File: config.mk
export PLATFORM = sky130hd
export DESIGN_NAME = a2b64_stream_flat
export DESIGN_NICKNAME = d
export VERILOG_FILES = /design/src/rtl/a2b64_pkg.sv /design/src/rtl/a2b64_stream_if.sv /design/src/rtl/b64_lut.sv /design/src/rtl/a2b64_stream.sv /design/src/flat_wrapper.sv
export SDC_FILE = /design/constraint.sdc
export NUM_CORES = 1
export LEC_CHECK = 0
export ABC_AREA = 1
export CAP_MARGIN = 20
export CELL_PAD_IN_SITES_DETAIL_PLACEMENT = 0
export CELL_PAD_IN_SITES_GLOBAL_PLACEMENT = 2
export CORE_MARGIN = 2
export CORE_UTILIZATION = 35
export CTS_CLUSTER_DIAMETER = 50
export CTS_CLUSTER_SIZE = 25
export DETAILED_ROUTE_END_ITERATION = 10
export PLACE_DENSITY = 0.91
export SLEW_MARGIN = 20
export SYNTH_ARGS = -nofsm -noshare
export SYNTH_HDL_FRONTEND = slang
export SYNTH_SLANG_ARGS = --single-unit
File: constraint.sdc
create_clock -name clk -period 4.5 [get_ports clk]
set_clock_uncertainty 0.2 [all_clocks]
set_input_delay 0.45 -clock clk [delete_from_list [all_inputs] [get_ports clk]]
set_output_delay 0.45 -clock clk [all_outputs]
set_load 0.01 [all_outputs]
File: src/rtl/a2b64_pkg.sv
// Shared types and widths for the ASCII-to-base64 stream encoder.
// State encoding plus fixed symbol, character and accumulator widths.
package a2b64_pkg;

    typedef enum logic [1:0] {
        RUN   = 2'd0,
        FLUSH = 2'd1,
        PAD   = 2'd2
    } state_t;

    localparam int          SYM_W    = 6;
    localparam int          CHR_W    = 7;
    localparam int          ACC_W    = 12;
    localparam logic [6:0]  PAD_CHAR = 7'h3D;

endpackage

File: src/rtl/a2b64_stream_if.sv
// Character-in / symbol-out stream bundle with valid-ready handshakes on both sides.
// slave is the encoder's view, master is the producer/consumer view.
interface a2b64_stream_if;
    import a2b64_pkg::*;

    logic [CHR_W-1:0] in_char;
    logic             in_valid;
    logic             in_last;
    logic             in_ready;
    logic [CHR_W-1:0] out_char;
    logic             out_valid;
    logic             out_last;
    logic             out_ready;

    modport slave (
        input  in_char, in_valid, in_last, out_ready,
        output in_ready, out_char, out_valid, out_last
    );

    modport master (
        output in_char, in_valid, in_last, out_ready,
        input  in_ready, out_char, out_valid, out_last
    );

endinterface

File: src/rtl/b64_lut.sv
// Combinational 6-bit value to base64 ASCII symbol map; zero latency.
// No state and no handshake: purely a lookup used by the encoder output stage.
module b64_lut
    import a2b64_pkg::*;
(
    input  logic [SYM_W-1:0] sym,
    output logic [CHR_W-1:0] chr
);

    logic [CHR_W-1:0] s7;

    assign s7 = {1'b0, sym};

    always_comb begin
        chr = '0;
        if (sym < 6'd26) begin
            chr = s7 + 7'h41;
        end else if (sym < 6'd52) begin
            chr = s7 + 7'd71;
        end else if (sym < 6'd62) begin
            chr = s7 - 7'd4;
        end else if (sym == 6'd62) begin
            chr = 7'h2B;
        end else begin
            chr = 7'h2F;
        end
    end

endmodule

File: src/rtl/a2b64_stream.sv
// 7-bit ASCII to base64 stream encoder; first symbol one cycle after the filling char; B64_PAD_EN adds '=' padding.
// Backpressure: outputs hold while out_ready=0, and no character is taken while a symbol is pending.
module a2b64_stream
    import a2b64_pkg::*;
(
    input  logic          clk,
    input  logic          rst_n,
    a2b64_stream_if.slave bus
);

    state_t             state, state_n;
    logic [ACC_W-1:0]   acc, acc_n;
    logic [3:0]         cnt, cnt_n;
`ifdef B64_PAD_EN
    logic [1:0]         mod4, mod4_n;
`endif

    logic               in_xfer, out_xfer;
    logic [SYM_W-1:0]   lut_sym;
    logic [CHR_W-1:0]   lut_chr;
    logic               ov_n, ol_n;
    logic [CHR_W-1:0]   oc_n;
    logic               out_valid_q, out_last_q;
    logic [CHR_W-1:0]   out_char_q;

    // Gated by rst_n so the producer sees no ready while reset is held.
    assign bus.in_ready = rst_n && (state == RUN) && (cnt < 4'd6);
    assign in_xfer      = bus.in_valid && bus.in_ready;
    assign out_xfer     = out_valid_q && bus.out_ready;

    always_ff @(posedge clk or negedge rst_n) begin
        if (!rst_n) begin
            state <= RUN;
            acc   <= '0;
            cnt   <= '0;
        end else begin
            state <= state_n;
            acc   <= acc_n;
            cnt   <= cnt_n;
        end
    end

`ifdef B64_PAD_EN
    always_ff @(posedge clk or negedge rst_n) begin
        if (!rst_n) begin
            mod4 <= '0;
        end else begin
            mod4 <= mod4_n;
        end
    end
`endif

    // Unsent bits are kept MSB-aligned; bits below cnt are always zero,
    // which gives the zero-filled final group for free.
    always_comb begin
        state_n = state;
        acc_n   = acc;
        cnt_n   = cnt;
`ifdef B64_PAD_EN
        mod4_n  = mod4;
`endif
        if (in_xfer) begin
            acc_n = acc | ({bus.in_char, 5'b0} >> cnt);
            cnt_n = cnt + 4'd7;
            if (bus.in_last) begin
                state_n = FLUSH;
            end
        end else if (out_xfer) begin
            acc_n = acc << SYM_W;
            cnt_n = (cnt >= 4'd6) ? cnt - 4'd6 : 4'd0;
`ifdef B64_PAD_EN
            mod4_n = mod4 + 2'd1;
`endif
            if (state == FLUSH && cnt_n == 4'd0) begin
`ifdef B64_PAD_EN
                state_n = (mod4_n != 2'd0) ? PAD : RUN;
`else
                state_n = RUN;
`endif
            end
`ifdef B64_PAD_EN
            if (state == PAD && mod4 == 2'd3) begin
                state_n = RUN;
            end
`endif
        end
`ifdef B64_PAD_EN
        if (state_n == RUN && state != RUN) begin
            mod4_n = 2'd0;
        end
`endif
    end

    assign lut_sym = acc_n[ACC_W-1 -: SYM_W];

    b64_lut u_lut (
        .sym (lut_sym),
        .chr (lut_chr)
    );

    // Output registers load the symbol implied by the next state, so they
    // always describe the state the block is about to be in.
    always_comb begin
        ov_n = 1'b0;
        ol_n = 1'b0;
        oc_n = '0;
        case (state_n)
            RUN: begin
                ov_n = (cnt_n >= 4'd6);
            end
            FLUSH: begin
                ov_n = (cnt_n != 4'd0);
`ifdef B64_PAD_EN
                ol_n = (cnt_n <= 4'd6) && (mod4_n == 2'd3);
`else
                ol_n = (cnt_n <= 4'd6);
`endif
            end
`ifdef B64_PAD_EN
            PAD: begin
                ov_n = 1'b1;
                ol_n = (mod4_n == 2'd3);
            end
`endif
            default: begin
                ov_n = 1'b0;
            end
        endcase
        if (ov_n) begin
`ifdef B64_PAD_EN
            oc_n = (state_n == PAD) ? PAD_CHAR : lut_chr;
`else
            oc_n = lut_chr;
`endif
        end
    end

    always_ff @(posedge clk or negedge rst_n) begin
        if (!rst_n) begin
            out_valid_q <= 1'b0;
            out_last_q  <= 1'b0;
            out_char_q  <= '0;
        end else begin
            out_valid_q <= ov_n;
            out_last_q  <= ol_n;
            out_char_q  <= oc_n;
        end
    end

    assign bus.out_valid = out_valid_q;
    assign bus.out_last  = out_last_q;
    assign bus.out_char  = out_char_q;

endmodule

File: src/flat_wrapper.sv
// flat-port wrapper written by rule: the top's interface ports become plain ports
module a2b64_stream_flat import a2b64_pkg::*;
  (clk, rst_n, bus_in_char, bus_in_valid, bus_in_last, bus_out_ready, bus_in_ready, bus_out_char, bus_out_valid, bus_out_last);
  a2b64_stream_if bus_i ();
  input  logic clk;
  input  logic rst_n;
  input wire logic [$bits(bus_i.in_char)-1:0] bus_in_char;
  input wire logic [$bits(bus_i.in_valid)-1:0] bus_in_valid;
  input wire logic [$bits(bus_i.in_last)-1:0] bus_in_last;
  input wire logic [$bits(bus_i.out_ready)-1:0] bus_out_ready;
  output wire logic [$bits(bus_i.in_ready)-1:0] bus_in_ready;
  output wire logic [$bits(bus_i.out_char)-1:0] bus_out_char;
  output wire logic [$bits(bus_i.out_valid)-1:0] bus_out_valid;
  output wire logic [$bits(bus_i.out_last)-1:0] bus_out_last;
  assign bus_i.in_char = bus_in_char;
  assign bus_i.in_valid = bus_in_valid;
  assign bus_i.in_last = bus_in_last;
  assign bus_i.out_ready = bus_out_ready;
  assign bus_in_ready = bus_i.in_ready;
  assign bus_out_char = bus_i.out_char;
  assign bus_out_valid = bus_i.out_valid;
  assign bus_out_last = bus_i.out_last;
  a2b64_stream u_core (.clk(clk), .rst_n(rst_n), .bus(bus_i));
endmodule
==> results.txt <==
Derived from the worst setup path, the maximum achievable clock frequency is 359 MHz. Once the clock tree was built, the resizer swapped 0 gates to a different size. The run gives 642 as the layout filler cell count. For this design the top-level I/O count stands at 22.

After synthesis, the share of flip-flops with an asynchronous set or reset is 100%. The combinational share of power is 68.3%. The master of the slowest instance on the critical path was nand2_1. Setup violations remaining at the end of the flow were counted as 0.

The tools report the final antenna-violating net count as 0. TritonCTS built the clock tree. The maximum vdd drop is 0.000397 V, and the static power due to leakage is 1.18 nW. The critical path goes through clkdlybuf4s50_1 -> nand2_1 -> inv_1 -> o21ai_0 -> nand2_1 -> nand2_4 -> ha_1 -> inv_1 -> a21oi_1 -> xor2_1 -> o21ai_1 -> nand2_1 -> nand2_1 -> nor2_1. The tools report the sum of overflow across all layers after global routing as 0. The sequential cells in the finished layout cover a total of 676 sq um. Buffers added to address setup during post-CTS repair amount to 0.

Once placement finished, the instance area stood at 2360 sq um. After floorplanning, the core was divided into 28 placement rows. The run finished with clean final reports.

Entering global routing, the biggest net connects 28 pins. The max-slew violation count was 0; the part of the power in the clock network was 8.0%. The logic depth of the worst register-to-register path was 16. For the pin with the worst max-slew slack, the measured transition is 0.606 ns.

Wire length of the first global-routing pass: 8.80 mm. Counting I/O delays and the setup requirement, the final critical path takes 2.79 ns. The area growth from synthesis to final layout was 13.7%; the flop-to-flop setup slack was 1.73 ns. The fraction of power spent switching nets is 52.6%, and the portion of the clock cycle consumed by the worst path in the final layout is 62.0%. After detailed routing, the total wire length is 5.00 mm. At the worst endpoint, the arrival time is 2.81 ns. The critical path is of the primary input to register type. Before antenna repair, the detailed router went through 4 iterations. After routing the design area is 2410 sq um. For hold timing, the worst endpoint is u_core.state[1].

Internal power comes to 855 uW. Registers are responsible for 23.7% of the overall power. Among the stages of the critical path, the cell type that occurs most often is nand2_1. The standard cell core area came out at 5890 sq um. In this run the worst hold path is classified as register to register. The startpoint identified for the worst register-to-register timing path is u_core.cnt[1].

The start point of the worst hold path is u_core.state[1]. The die covers 6690 sq um. The logs give 1832 for the via count of the first global-routing pass and 1.80 mW for the total power of the final layout.

The mean cell area of the mapped netlist was 7.25 sq um; the worst hold slack was 0.252 ns. The dominant synthesized flop cell was dfrtp_1. The number of hold buffers added after cts was 0.

Setup repair after global routing left no endpoint under its margin. Clock tree synthesis inserted a total of 3 buffers. Clock tree synthesis selected as its root buffer the cell clkbuf_8. The tools report the capture instance of the worst register-to-register path as u_core.bus.out_char[3]. The synthesized design contains 0 enable-type register cells. Tightest slew margin relative to the limit: 59.5%.

The number of maximum-capacitance violations came out at 0. In the routed layout, each cell is associated on average with a via count of 4.96. Overall die height: 81.8 um.

In the final layout, the share of cells above drive strength 1 is 13.6%. Together, buffers and inverters on the worst path number 3. The total number of H-tree levels was 1. Global routing consumed, over all layers together, 16.8% of the routing resources.

Data on the critical path is required at its endpoint by 4.52 ns. After legalization and detailed placement, the total HPWL measured 3.79 mm. Counting every instance in the synthesized netlist gives 292.

The number of antenna diodes in the final layout is 0. The Yosys step of the flow raised 0 warnings. The routability-driven placement congestion ratio is 0.885, and the number of violations reported at the end of detailed-routing iteration 0 is 144. The logs give 1904 for the total via count after detailed routing and 35 for the count of different cell masters after synthesis.

For the number of placed instances, taps included, the log shows 380. The tools report the starting utilization of the core area as 36.0%. Along the worst path, the maximum fanout reaches 20. After routing, the total negative slack on setup checks comes to 0 ns. For this run, design rule violations remaining after detail routing come to 0. The longest clock path from root to sink contains 2 buffers. The number of endpoints with negative hold slack in the final report is 0. Clock-pin slew was measured on the worst setup and hold paths at 0.10 ns. The run gives 332 as the final net count. The top cell types in the final layout, fill and taps aside, are nand2_1 (79), nand3_1 (37), dfrtp_1 (27). CTS saw 27 sinks. STA classifies the critical path endpoint as a register.

The clock latency reported for the late side of the worst-skew pair came out at 0.27 ns. Summing all multi-input logic gate instances after layout gives 1240 sq um. The total standard cell area after synthesis is 2120 sq um. The power density relative to cell area is 750 nW/um^2.

For the sequential-to-total area share from yosys stat, the log shows 31.9%. Along the worst hold path, the cell count comes to 0. The initial antenna violation count was 0; the count of non-filler cells in the finished layout was 384. The die is 81.8 um wide. In the final routed layout, each cell accounts on average for 13.0 um. The library cell used most frequently in the layout, excluding fill and tap cells, is nand2_1. The number of synthesized register bits was 27. Grouping stages by cell kind, the critical path spends the most delay in simple AND/OR/NAND/NOR gates. The worst setup path is launched from a primary input.

Buffers placed on the I/O ports in this run total 21. Synthesis produced a netlist with a net count of 314. In this design, the stage delay of the slowest critical-path cell is 0.45 ns. In this run the power spent charging and discharging nets is 950 uW.
synth_stat cells, types with 2 or more instances:
cell type  instances  area [sq um]
nand2_1           79           297
nand3_1           37           185
dfrtp_1           27           676
inv_1             23          86.3
nor2_1            21          78.8
o21ai_0           16          80.1
a21oi_1           12          60.1
ha_1              10           125
inv_2              7          26.3
nand2_2            7          43.8
nand4_1            7          43.8
nand2_4            6          67.6
buf_4              3          22.5
buf_6              3          33.8
nor2_2             3          18.8
o21ai_2            3          26.3
a311oi_1           2          17.5
a31oi_1            2          12.5
buf_2              2          10.0
clkbuf_1           2          7.51
nand3_2            2          20.0
o22ai_2            2          25.0
or2_2              2          12.5
xnor2_1            2          17.5
xor2_1             2          17.5
logic make-up (layout without fill, tap and decap cells):
| family | count (synthesis) | count (layout) | synth area share [%] |
|---|---|---|---|
| AND/OR/NAND/NOR | 168 | 168 | 38.7 |
| flip-flops | 27 | 27 | 31.9 |
| XOR/XNOR | 4 | 4 | 1.66 |
| AO/OA/AOI/OAI | 42 | 42 | 12.2 |
| adder cells (fa/ha/maj) | 10 | 10 | 5.91 |
| buffers and inverters | 41 | 58 | 9.57 |
layer usage:
| metal | global-route usage, % | routed length, um | share of wire, % |
|---|---|---|---|
| met3 | 2.09 | 127 | 2.5 |
| met1 | 25.6 | 2680 | 54 |
| met5 | 0 | 0 | 0 |
| met4 | 3.50 | 44 | 0.88 |
| met2 | 25.4 | 2150 | 43 |
metrics by stage:
step	setup WS (ns)	utilization, %
floorplan	2.14	-
global placement	1.37	40.1
detailed placement	1.43	40.1
CTS	1.70	40.9
global route	1.39	40.9
finish	1.71	40.9
layout make-up:
| class | count | area share (%) |
|---|---|---|
| timing repair buffer | 23 | 9.36 |
| clock buffer | 4 | 1.87 |
| multi-input combinational | 224 | 51.5 |
| sequential | 27 | 28.1 |
| tap | 75 | 3.90 |
| inverter | 31 | 5.35 |
registers in the layout, indices dropped and copies added (netlist names):
signal and flops:
u_core.acc 12, u_core.bus.out_char 7, u_core.bus.out_last 1, u_core.bus.out_valid 1, u_core.cnt 4, u_core.state 2
worst max-delay path by stage:
stage / endpoint / startpoint / cells after the start
finish: u_core.bus.out_char[4] / bus_out_ready / 14
global route: u_core.bus.out_char[4] / bus_out_ready / 14
CTS: u_core.bus.out_char[4] / bus_out_ready / 14
detailed placement: u_core.bus.out_char[4] / bus_out_ready / 14
global placement: u_core.bus.out_char[4] / bus_out_ready / 14
floorplan: u_core.bus.out_char[4] / bus_out_ready / 15
worst reg2reg max path: stages, from the launching register on:
cell and delay (ns):
dfrtp_1 0.56, nand2_2 0.19, nand2_4 0.08, nor3_4 0.22, buf_4 0.22, nand3_1 0.11
nand2_2 0.13, inv_1 0.12, ha_1 0.24, inv_1 0.09, nand2_1 0.07, nand2_2 0.08
nand2_2 0.08, inv_2 0.10, nand3_1 0.07, nand2_1 0.07, nor2_1 0.04
power by group through the flow:
| stage | Combinational, mW | Sequential [mW] | Clock [mW] |
|---|---|---|---|
| 5_1_grt | 1.42 | 0.444 | 0.159 |
| 4_1_cts | 1.24 | 0.429 | 0.149 |
| 3_5_place_dp | 1.23 | 0.435 | 0 |
| 3_3_place_gp | 1.25 | 0.434 | 0 |
| 2_1_floorplan | 0.975 | 0.405 | 0 |
| 6_report | 1.23 | 0.427 | 0.145 |
Power figures use the tool's default switching activity.
